--- config.mk ---
export PLATFORM = sky130hd
export DESIGN_NAME = cmp_seq16
export DESIGN_NICKNAME = d
export VERILOG_FILES = /design/src/rtl/cmp_seq16.sv
export SDC_FILE = /design/constraint.sdc
export NUM_CORES = 1
export LEC_CHECK = 0
export ABC_AREA = 1
export CAP_MARGIN = 20
export CORE_AREA = 2 2 53 80
export DETAILED_ROUTE_END_ITERATION = 8
export DIE_AREA = 0 0 55 82
export PLACE_DENSITY = 0.8
export SYNTH_ARGS = -nofsm -noshare
export SYNTH_HDL_FRONTEND = slang
export SYNTH_SLANG_ARGS = --single-unit
--- constraint.sdc ---
create_clock -name clk -period 2.9 [get_ports clk]
set_clock_uncertainty 0.1 [all_clocks]
set_input_delay 0.435 -clock clk [delete_from_list [all_inputs] [get_ports clk]]
set_output_delay 0.435 -clock clk [all_outputs]
set_load 0.005 [all_outputs]
--- src/rtl/cmp_seq16.sv ---
// cmp_seq16: nibble-serial magnitude comparator with big/equal/small cascade and start/done handshake
module cmp_seq16 #(
  parameter int WIDTH = 16,
  parameter int DIGIT = 4
) (
  input  logic             clk,
  input  logic             rst,
  input  logic             start,
  input  logic [WIDTH-1:0] a,
  input  logic [WIDTH-1:0] b,
  input  logic             fi_big,
  input  logic             fi_equal,
  input  logic             fi_small,
  output logic             busy,
  output logic             done,
  output logic             fo_big,
  output logic             fo_equal,
  output logic             fo_small
);
  localparam int NSLICE = WIDTH / DIGIT;
  localparam int KW = NSLICE > 1 ? $clog2(NSLICE) : 1;
  typedef enum logic [1:0] {IDLE, CMP, FIN} state_t;
  state_t state_q, state_d;
  logic [WIDTH-1:0] a_q, a_d, b_q, b_d;
  logic [KW-1:0] k_q, k_d;
  logic [2:0] fo_q, fo_d;
  logic [DIGIT-1:0] sa, sb;
  logic fi_unused;
  assign fi_unused = fi_equal;
  assign sa = a_q[WIDTH-1 -: DIGIT];
  assign sb = b_q[WIDTH-1 -: DIGIT];
  always_comb begin
    state_d = state_q;
    a_d = a_q;
    b_d = b_q;
    k_d = k_q;
    fo_d = fo_q;
    unique case (state_q)
      IDLE: if (start) begin
        a_d = a;
        b_d = b;
        k_d = KW'(NSLICE - 1);
        state_d = (fi_big | fi_small) ? FIN : CMP;
        fo_d = fi_big ? 3'b100 : fi_small ? 3'b001 : fo_q;
      end
      CMP: if (sa != sb) begin
        state_d = FIN;
        fo_d = sa > sb ? 3'b100 : 3'b001;
      end else if (k_q == '0) begin
        state_d = FIN;
        fo_d = 3'b010;
      end else begin
        k_d = k_q - KW'(1);
        a_d = a_q << DIGIT;
        b_d = b_q << DIGIT;
      end
      FIN: begin
        state_d = IDLE;
        k_d = KW'(NSLICE - 1);
      end
      default: state_d = IDLE;
    endcase
  end
  always_ff @(posedge clk) begin
    if (rst) begin
      state_q <= IDLE;
      a_q <= '0;
      b_q <= '0;
      k_q <= KW'(NSLICE - 1);
      fo_q <= '0;
    end else begin
      state_q <= state_d;
      a_q <= a_d;
      b_q <= b_d;
      k_q <= k_d;
      fo_q <= fo_d;
    end
  end
  assign busy = state_q != IDLE;
  assign done = state_q == FIN;
  assign {fo_big, fo_equal, fo_small} = fo_q;
endmodule
# Yosys cells after proc, flatten, opt, wreduce, memory -nomap -nowiden
# Cells that the tools add are included.
# Widths: inputs -> output; s select.
# word_totals
ramBits	0
elab_cells	49
latch_bits	0
romBits	0
register_bits	39
mem_count	0
# classes
bitwise_logic	1
n_div	0
mul	0
order_cmp	1
addsub	1
n_shift	0
n_mux	24
reduce_logical	9
n_eq_ne	8
# ops
op	n
$mux 16	6
$pmux 16 s2	2
$mux 3	6
$mux 2	7
$reduce_and 4->1	3
$ne 2x2->1 const B	3
$ne 3x3->1 const B	2
$pmux 2 s3	1
$pmux 3 s2	1
$gt 4x4->1	1
$logic_not 2->1	2
$ne 4x4->1	1
$pmux 2 s2	1
$reduce_bool 2->1	2
$reduce_bool 3->1	1
$eq 2x1->1 const B	1
$eq 2x2->1 const B	1
$reduce_and 2->1	1
$sub 2x1->2 const B	1
$or 1x1->1	1

# Depth between registers and ports, before layout
# Gate-level depths: netlist (run 1).
# depth
ltp_word	4
ltp_mapped	11

# Least setup slack after synthesis (run 1)
# No wires, ideal clock.
# synth_path
path_type	register to register
start	reg b_q[15]
end	reg a_q[10]
setup_slack_ns	1.294
t_arrival_ns	1.435
setup_time_ns	0.070
path_stages_with_launch	10
period_less_slack_ns	1.606
cell_sequence	dfxtp_1 inv_1 ha_1 nand2_1 nor2_1 nor2_4 nor2_8 buf_6 nand3_1 a21oi_1
# synth_between
elab_chain_cells	3
# synth_rtl
element	line_no	source
start: declaration	24	logic [WIDTH-1:0] a_q, a_d, b_q, b_d;
start signal: assignment	68	b_q <= '0;
start signal: assignment	74	b_q <= b_d;
$ne 4x4->1	46	CMP: if (sa != sb) begin
$ne 2x2->1 (no line)	-	
$reduce_and 4->1 (no line)	-	
end signal: assignment	67	a_q <= '0;
end signal: assignment	73	a_q <= a_d;
end: declaration	24	
# No other way between the ends.
# A chain may end at the register's enable or synchronous reset.

# Final worst setup path (run 1)
# layout_path
start	reg b_q[15]
end	reg b_q[9]
# layout_between
elab_chain_cells	3
# layout_rtl
element	line_no
$ne 4x4->1	46
$ne 2x2->1 (no line)	-
$reduce_and 4->1 (no line)	-
# No other way between the ends.

==> flow_metrics.py, run 1 <==
metrics = {
    "setup_path": {
        "cp-end-kind": "flop",
        "worstPathMaxFanout": 32,
        "start_kind": "flop",
        "critPathArrivalTime_ns": 2.11,
        "crit_type": "flop to flop",
        "required_ns": 2.96,
    },
    "floorplan": {
        "rows": 28,
        "initial_utilization": 0.5227,
        "core_um2": 3854,
        "ios": 43,
        "die_h_um": 82,
        "die_x_um": 55,
        "dieArea_um2": 4510,
    },
    "timing": {
        "hold_ws_ns": 0.3631,
        "period_minus_slack_ns": 2.043,
        "slew_viol_final": 0,
        "finalSetupViolations": 0,
        "rsz0062_at_grt": "false",
        "tightest_slew_ns": 0.6312,
        "fin_tns_setup_ns": 0,
        "min_period_over_period": 0.7045,
        "hold_violations": 0,
        "slew_headroom": 0.5787,
        "max_freq_mhz": 489.5,
    },
    "global_route": {
        "grt_usage": 0.2175,
        "gr-total-overflow": 0,
        "grt_pass1_wl_um": 7162,
        "use_met1": 0.2483,
        "use_met2": 0.3810,
        "top_usage_layer": "met2",
        "grt_util_met3": 0.04909,
        "antenna_found_initial": 0,
        "grt_max_degree": 33,
        "grt_pass1_vias": 1678,
    },
    "layout": {
        "fill_cells": 361,
        "nNetsFinal": 385,
        "drive_gt1_frac": 0.06706,
        "multiInputGateArea_um2": 1037,
        "area_growth_pct": 25.22,
        "num_antenna_cells": 0,
        "utilization": 0.6545,
        "register_area_um2": 780.7,
        "fin_cells": 388,
    },
    "logic_synthesis": {
        "synth_largest_area_cell": "dfxtp_1",
        "yosys_warnings": 0,
        "yosysMostFrequentCell": "nand2_1",
        "syn_avg_cell_area_um2": 6.605,
        "yosys.area.top_type_share": 0.3876,
        "syn_nets": 348,
        "synthArstFlopShare": 0,
        "synth_common_cells": "nand2_1 (136), dfxtp_1 (39), a21oi_1 (34)",
        "synth_area_um2": 2014,
        "synth_cell_types": 24,
        "synthCells": 305,
        "ys.flop_type": "dfxtp_1",
        "yosysSeqAreaShare": 0.3876,
        "synth-seq-cells": 39,
        "synth_area_leaders": "dfxtp_1 (39%), nand2_1 (25%), a21oi_1 (8.4%), nand3_1 (7.7%), inv_1 (3.5%)",
        "synth-edff-count": 0,
    },
    "route": {
        "route.vias.total": 1944,
        "wl_per_cell_um": 11.11,
        "viasPerCell": 5.010,
        "drt_first_pass_iters": 4,
        "drc": 0,
        "drtAntennaViolNets": 0,
        "routed_wl_um": 4310,
        "first_iter_violations": 67,
    },
    "placed_design": {
        "io_buffers": 41,
        "placed_cells": 380,
        "dp.final_hpwl_um": 2852,
        "gp_congestion": 0.7682,
    },
    "run_status": {
        "status": "complete, no violations",
    },
    "clocking": {
        "cts_num_sinks": 39,
        "cts-root-buf": "clkbuf_8",
        "ctsHoldBuffers": 0,
        "post-cts-setup-buffer-count": 0,
        "clk_path_buf_depth": 2,
        "cts_tree": "built",
        "cts_buffers": 5,
        "clk_pin_slew_worst_paths_ns": 0.08,
        "clk_latency_ns": 0.29,
        "cts_htree_levels": 2,
        "cts_resized": 0,
    },
    "hold_path": {
        "hold_class": "flop to flop",
    },
    "run": {
        "cap_violations": 0,
    },
    "power_and_ir_drop": {
        "powerDensity_nw_per_um2": 561.3,
        "p_total_mw": 1.416,
        "p_leak_nw": 1.164,
        "ir_worst_vdd_mv": 0.5978,
    },
}
[layout by cell type (no fill, tap or decap)]
cell type / instances
o21ai_0: 2
inv_2: 3
nor2_2: 1
nor2_4: 1
clkinv_2: 1
a21oi_1: 34
nand3_2: 1
nand2_2: 1
nand2_4: 1
nand4_1: 1
dfxtp_1: 39
a21oi_2: 1
clkbuf_8: 6
ha_1: 5
nor2_1: 10
nand2_1: 136
nand3_1: 31
bufinv_16: 1
or2_1: 1
nor2_8: 1
buf_4: 5
clkdlybuf4s50_1: 41
o21ai_1: 1
inv_1: 19
[path summary, 6_finish.rpt]
check | from | endpoint | slack, ns | cells after the start
hold / removal | k_q[1] | k_q[1] | 0.36 | 2
setup reg to reg | b_q[15] | b_q[9] | 0.86 | 7
hold reg to reg | k_q[1] | k_q[1] | 0.36 | 2
setup / recovery | b_q[15] | b_q[9] | 0.86 | 7
[routing by layer]
metal  routed length [µm]  share of wire
met2                 2232           0.52
met3                  142          0.033
met5                    0              0
met4                   69          0.016
met1                 1866           0.43
[critical path: stages, from the launching register on]
cell and delay [ns]:
dfxtp_1 0.33, inv_1 0.04, ha_1 0.28, nand2_1 0.09, o21ai_1 0.23, nand3_2 0.53, nand2_1 0.22, a21oi_1 0.08
[power by group]
group / switching (mW) / leakage [nW] / internal [mW] / total (mW)
clock: 0.192 / 0.0612 / 0.278 / 0.470
sequential: 0.0291 / 0.321 / 0.588 / 0.617
combinational: 0.184 / 0.781 / 0.145 / 0.328
[through the flow]
step | instance area, µm² | setup WS [ns]
2_1_floorplan | 2014 | 1.294
3_3_place_gp | 2405 | 0.7721
3_5_place_dp | 2405 | 0.7472
4_1_cts | 2522 | 0.8381
5_1_grt | 2522 | 0.6460
6_report | 2522 | 0.8570
[registers in the layout (all words and copies together), names as in the netlist]
register and count:
a_q 16, b_q 16, fo_q 3, k_q 2, state_q 2
[layout make-up]
class                      count  area share
timing repair buffer          46      0.1776
clock inverter                 2     0.01389
clock buffer                   6     0.03274
inverter                      22     0.03274
tap                           45     0.02232
multi-input combinational    228      0.4112
sequential                    39      0.3095
[cell families (layout without fill, tap and decap cells)]
family	count (synthesis)	in the layout	synth area share
compound gates	38	38	0.09627
fa+ha+maj	5	5	0.03106
buf+inv	38	76	0.09751
flops	39	39	0.3876
simple gates	185	185	0.3876
Power figures use the tool's default switching activity.
==> run 2, diff against run 1 <==
--- a/config.mk
+++ b/config.mk
@@ -7,10 +7,10 @@
 export LEC_CHECK = 0
 export ABC_AREA = 1
 export CAP_MARGIN = 20
-export CORE_AREA = 2 2 53 80
+export CORE_AREA = 2 2 58 87
 export DETAILED_ROUTE_END_ITERATION = 8
-export DIE_AREA = 0 0 55 82
-export PLACE_DENSITY = 0.8
+export DIE_AREA = 0 0 60 89
+export PLACE_DENSITY = 0.71
 export SYNTH_ARGS = -nofsm -noshare
 export SYNTH_HDL_FRONTEND = slang
 export SYNTH_SLANG_ARGS = --single-unit
==> constraint.sdc (replaced) <==
create_clock -name clk -period 1.8 [get_ports clk]
set_clock_uncertainty 0.1 [all_clocks]
set_input_delay 0.27 -clock clk [delete_from_list [all_inputs] [get_ports clk]]
set_output_delay 0.27 -clock clk [all_outputs]
set_load 0.005 [all_outputs]
==> flow_metrics.py, run 2 (synthesis gave the netlist of run 1 again) <==
metrics = {
    "layout": {
        "fin_cells": 419,
        "final_cell_mix": "nand2_1 (134), clkdlybuf4s50_1 (41), dfxtp_1 (35)",
        "fill_cells": 430,
        "drive_gt1_frac": 0.1324,
        "reg_top3": "a_q: 16 flops, b_q: 16 flops, fo_q: 3 flops",
        "utilization": 0.6096,
        "multiInputGateArea_um2": 1102,
        "area_growth_pct": 37.45,
        "nNetsFinal": 397,
        "final_common_cell": "nand2_1",
        "num_antenna_cells": 0,
        "register_area_um2": 788.3,
    },
    "hold_path": {
        "hold_class": "flop to flop",
    },
    "clocking": {
        "clk_pin_slew_worst_paths_ns": 0.08,
        "cts-root-buf": "clkbuf_8",
        "clk_latency_ns": 0.29,
        "cts_buffers": 5,
        "cts_htree_levels": 2,
        "cts_tree": "built",
        "cts_num_sinks": 39,
        "clk_path_buf_depth": 2,
        "ctsHoldBuffers": 0,
    },
    "placed_design": {
        "io_buffers": 41,
        "placed_cells": 405,
        "dp.final_hpwl_um": 3117,
        "gp_congestion": 0.7530,
    },
    "power_and_ir_drop": {
        "powerDensity_nw_per_um2": 825.3,
        "p_total_mw": 2.285,
        "p_leak_nw": 1.255,
        "ir_worst_vdd_mv": 0.6526,
    },
    "timing": {
        "finalSetupViolations": 0,
        "hold_violations": 0,
        "tightest_slew_ns": 0.3008,
        "slew_viol_final": 0,
        "max_freq_mhz": 580.8,
        "slew_headroom": 0.7973,
        "fin_tns_setup_ns": 0,
        "min_period_over_period": 0.9566,
        "hold_ws_ns": 0.3614,
        "period_minus_slack_ns": 1.722,
    },
    "route": {
        "drt_first_pass_iters": 4,
        "wl_per_cell_um": 11.52,
        "first_iter_violations": 84,
        "route.vias.total": 2005,
        "drtAntennaViolNets": 0,
        "drc": 0,
        "routed_wl_um": 4825,
        "viasPerCell": 4.785,
    },
    "global_route": {
        "grt_usage": 0.1845,
        "gr-total-overflow": 0,
        "antenna_found_initial": 0,
        "grt_pass1_vias": 1771,
        "grt_max_degree": 34,
        "grt_pass1_wl_um": 7596,
    },
    "run_status": {
        "status": "complete, no violations",
    },
    "setup_path": {
        "required_ns": 1.43,
        "start_kind": "flop",
        "critPathArrivalTime_ns": 1.35,
        "crit_type": "flop to primary output",
        "cp-end-kind": "primary output",
        "worstPathMaxFanout": 6,
    },
    "floorplan": {
        "die_h_um": 89,
        "rows": 30,
        "ios": 43,
        "die_x_um": 60,
        "dieArea_um2": 5340,
        "core_um2": 4542,
        "initial_utilization": 0.4435,
    },
    "run": {
        "cap_violations": 0,
    },
}
## run 2: what timing repair did
item,4_1_cts,5_1_grt
buffers inserted,0,2
pin swaps,0,3
resized for setup,3,13
setup endpoints to repair,3,27
cloned,0,4
## run 2: path summary, 6_finish.rpt
path | slack, ns | depth (start not counted) | from | to
setup / recovery | 0.08 | 3 | state_q[0] | busy
hold / removal | 0.36 | 2 | a_q[3] | a_q[3]
setup reg to reg | 0.08 | 9 | a_q[12] | a_q[15]
hold reg to reg | 0.36 | 2 | a_q[3] | a_q[3]
## run 2: worst max-delay path, stage by stage, from the launching register on
cell	delay, ns
dfxtp_2	0.42
nor2_2	0.07
inv_1	0.07
clkdlybuf4s50_1	0.50
## run 2: per-stage QoR
| step | instance area, µm² | worst slack [ns] |
|---|---|---|
| after CTS | 2600 | 0.06716 |
| after global routing | 2769 | -0.02308 |
| after detailed placement | 2511 | 0.02907 |
| after floorplan | 2014 | 0.1943 |
| after global placement | 2511 | 0.05382 |
| final | 2769 | 0.07809 |
## run 2: per-layer routing
layer,vias up,global-route usage,share of wire
met2,27,0.3350,0.53
met1,909,0.2100,0.43
li1,1063,-,-
met5,-,0,0
met4,0,0.05253,0.011
met3,6,0.04342,0.030
## run 2: power breakdown
part,leakage (nW),total [mW],internal [mW],switching [mW]
clock network,0.0477,0.578,0.265,0.313
registers,0.323,0.999,0.949,0.0502
logic,0.884,0.708,0.355,0.352
total,1.25,2.29,1.57,0.715
## run 2: cell type report
type,count,share of cell area
inverter,22,0.02982
tap,64,0.02892
timing repair buffer,58,0.2282
sequential,39,0.2847
multi-input combinational,228,0.3981
clock buffer,5,0.02485
clock inverter,3,0.005422
==> run 3, diff against run 2 <==
--- a/config.mk
+++ b/config.mk
@@ -6,11 +6,10 @@
 export NUM_CORES = 1
 export LEC_CHECK = 0
 export ABC_AREA = 1
-export CAP_MARGIN = 20
-export CORE_AREA = 2 2 58 87
+export CORE_AREA = 2 2 68 103
 export DETAILED_ROUTE_END_ITERATION = 8
-export DIE_AREA = 0 0 60 89
-export PLACE_DENSITY = 0.71
+export DIE_AREA = 0 0 70 105
+export PLACE_DENSITY = 0.53
 export SYNTH_ARGS = -nofsm -noshare
 export SYNTH_HDL_FRONTEND = slang
 export SYNTH_SLANG_ARGS = --single-unit
==> constraint.sdc (replaced) <==
create_clock -name clk -period 1.8 [get_ports clk]
set_clock_uncertainty 0.1 [all_clocks]
set_input_delay 0.27 -clock clk [delete_from_list [all_inputs] [get_ports clk]]
set_output_delay 0.27 -clock clk [all_outputs]
set_load 0.05 [all_outputs]
==> flow_metrics.py, run 3 (synthesis gave the netlist of run 1 again) <==
metrics = {
    "clocking": {
        "cts_buffers": 5,
        "clk_latency_ns": 0.29,
        "cts_tree": "built",
        "cts_htree_levels": 2,
        "cts-root-buf": "clkbuf_8",
        "cts_num_sinks": 39,
        "clk_path_buf_depth": 2,
        "clk_pin_slew_worst_paths_ns": 0.08,
    },
    "setup_path": {
        "worstPathMaxFanout": 15,
        "required_ns": 1.91,
        "critical_path.max_stage_delay_ns": 0.33,
        "r2r-start": "b_q[15]",
        "critPathArrivalTime_ns": 1.81,
        "r2r_slack_ns": 0.10,
        "cp-startpoint": "b_q[15]",
        "start_kind": "flop",
        "crit_type": "flop to flop",
        "reg2reg_depth": 10,
        "crit_slowest_cell": "dfxtp_1",
        "path_cells": "inv_1, ha_4, nand2_2, nor2_1, buf_4, nor2_4, nor2_8, buf_12, nand3_1, a21oi_1",
        "cp-end-kind": "flop",
        "rr_endpoint": "b_q[14]",
        "critPathTopFamily": "simple AND/OR/NAND/NOR gates",
        "cp_num_buf_inv": 3,
    },
    "floorplan": {
        "die_h_um": 105,
        "rows": 36,
        "initial_utilization": 0.3149,
        "ios": 43,
        "die_x_um": 70,
        "dieArea_um2": 7350,
        "core_um2": 6396,
    },
    "timing": {
        "finalSetupViolations": 0,
        "rsz0062_at_grt": "true",
        "hold_violations": 0,
        "max_freq_mhz": 589.7,
        "tightest_slew_ns": 0.3932,
        "min_period_over_period": 0.9421,
        "slew_headroom": 0.7351,
        "fin_tns_setup_ns": 0,
        "period_minus_slack_ns": 1.696,
        "slew_viol_final": 0,
    },
    "route": {
        "route.vias.total": 1961,
        "viasPerCell": 4.593,
        "drt_first_pass_iters": 4,
        "routed_wl_um": 4904,
        "wl_per_cell_um": 11.48,
        "drc": 0,
        "first_iter_violations": 67,
        "drtAntennaViolNets": 0,
    },
    "placed_design": {
        "io_buffers": 41,
        "dpl_cell_area_um2": 2551,
        "gp_congestion": 0.7755,
        "dp.final_hpwl_um": 3418,
    },
    "hold_path": {
        "hold_class": "flop to flop",
        "holdPathEnd": "a_q[10]",
        "whs_path_depth": 2,
        "hold_path_startpoint": "a_q[10]",
    },
    "layout": {
        "drive_gt1_frac": 0.1282,
        "num_antenna_cells": 0,
        "area_growth_pct": 36.27,
        "final_cell_mix": "nand2_1 (134), clkdlybuf4s50_1 (36), dfxtp_1 (35)",
        "final_common_cell": "nand2_1",
        "utilization": 0.4292,
        "nNetsFinal": 393,
        "reg_top3": "a_q: 16 flops, b_q: 16 flops, fo_q: 3 flops",
        "final_cell_area_um2": 2745,
        "fill_cells": 698,
    },
    "run": {
        "cap_violations": 0,
    },
    "global_route": {
        "grt_pass1_wl_um": 8473,
        "grt_usage": 0.1414,
        "grt_max_degree": 33,
        "antenna_found_initial": 0,
        "gr-total-overflow": 0,
        "grt_pass1_vias": 1890,
    },
    "run_status": {
        "status": "complete, no violations",
    },
    "power_and_ir_drop": {
        "p_leak_nw": 1.250,
        "ir_worst_vdd_mv": 0.3489,
        "powerDensity_nw_per_um2": 901.0,
    },
}
-- run 3: changes by cell type in the layout (fill, tap and decap cells not counted), sizes merged --
cell	before	now
inv	22	23
buf	14	17
clkbuf	8	7
bufinv	0	1
clkinv	3	0
clkdlybuf4s50	41	36
-- run 3: worst max-delay path by stage --
stage	end	depth (start not counted)	slack (ns)
after floorplan	a_q[10]	9	0.19
after global placement	b_q[10]	7	0.12
after detailed placement	k_q[1]	11	0.09
after CTS	b_q[14]	7	0.07
after global routing	a_q[14]	10	-0.02
final	b_q[14]	10	0.10
-- run 3: cell type report --
cell class,instances,area (µm²),share of cell area
Tap cell,76,95.09,0.03464
Clock inverter,2,38.79,0.01413
Sequential cell,39,785.8,0.2862
Inverter,22,82.58,0.03008
Timing Repair Buffer,54,588.1,0.2142
Clock buffer,6,82.58,0.03008
Multi-Input combinational cell,228,1072,0.3906
-- run 3: report_power, final --
| part | switching, mW | internal (mW) |
|---|---|---|
| Combinational | 0.373 | 0.321 |
| Clock | 0.325 | 0.456 |
| Sequential | 0.0496 | 0.949 |
-- run 3: repair_timing --
| action | 4_1_cts | 5_1_grt |
|---|---|---|
| buffers inserted | 0 | 1 |
| endpoints found under the setup margin | 0 | 35 |
| hold buffers | 0 | 0 |
| gates resized for setup | 0 | 9 |
-- run 3: stage by stage --
stage                     total power [mW]  setup WS [ns]  instances  hold WS (ns)
after detailed placement             1.682        0.09365        417        0.3548
after CTS                            2.474        0.06956        425        0.3666
after global placement               1.675         0.1159        417        0.3443
after floorplan                      1.431         0.1943        305        0.3190
final                                2.473         0.1043        427        0.3653
after global routing                 2.631       -0.02189        427        0.3854
-- run 3: worst register-to-register path, delay by kind of cell, from the launching register on --
family                     cells  cell delay, ns
AOI/OAI and AO/OA              1            0.15
DFF                            1            0.33
adders and majority gates      1            0.27
buffers and inverters          3            0.37
and+or+nand+nor                5            0.40
-- run 3: metal layers --
| metal | up-vias | GRT usage | wire [µm] |
|---|---|---|---|
| li1 | 1046 | - | - |
| met1 | 882 | 0.1618 | 2171 |
| met2 | 28 | 0.2565 | 2534 |
| met3 | 5 | 0.02218 | 116 |
| met4 | 0 | 0.05769 | 81 |
| met5 | - | 0 | 0 |
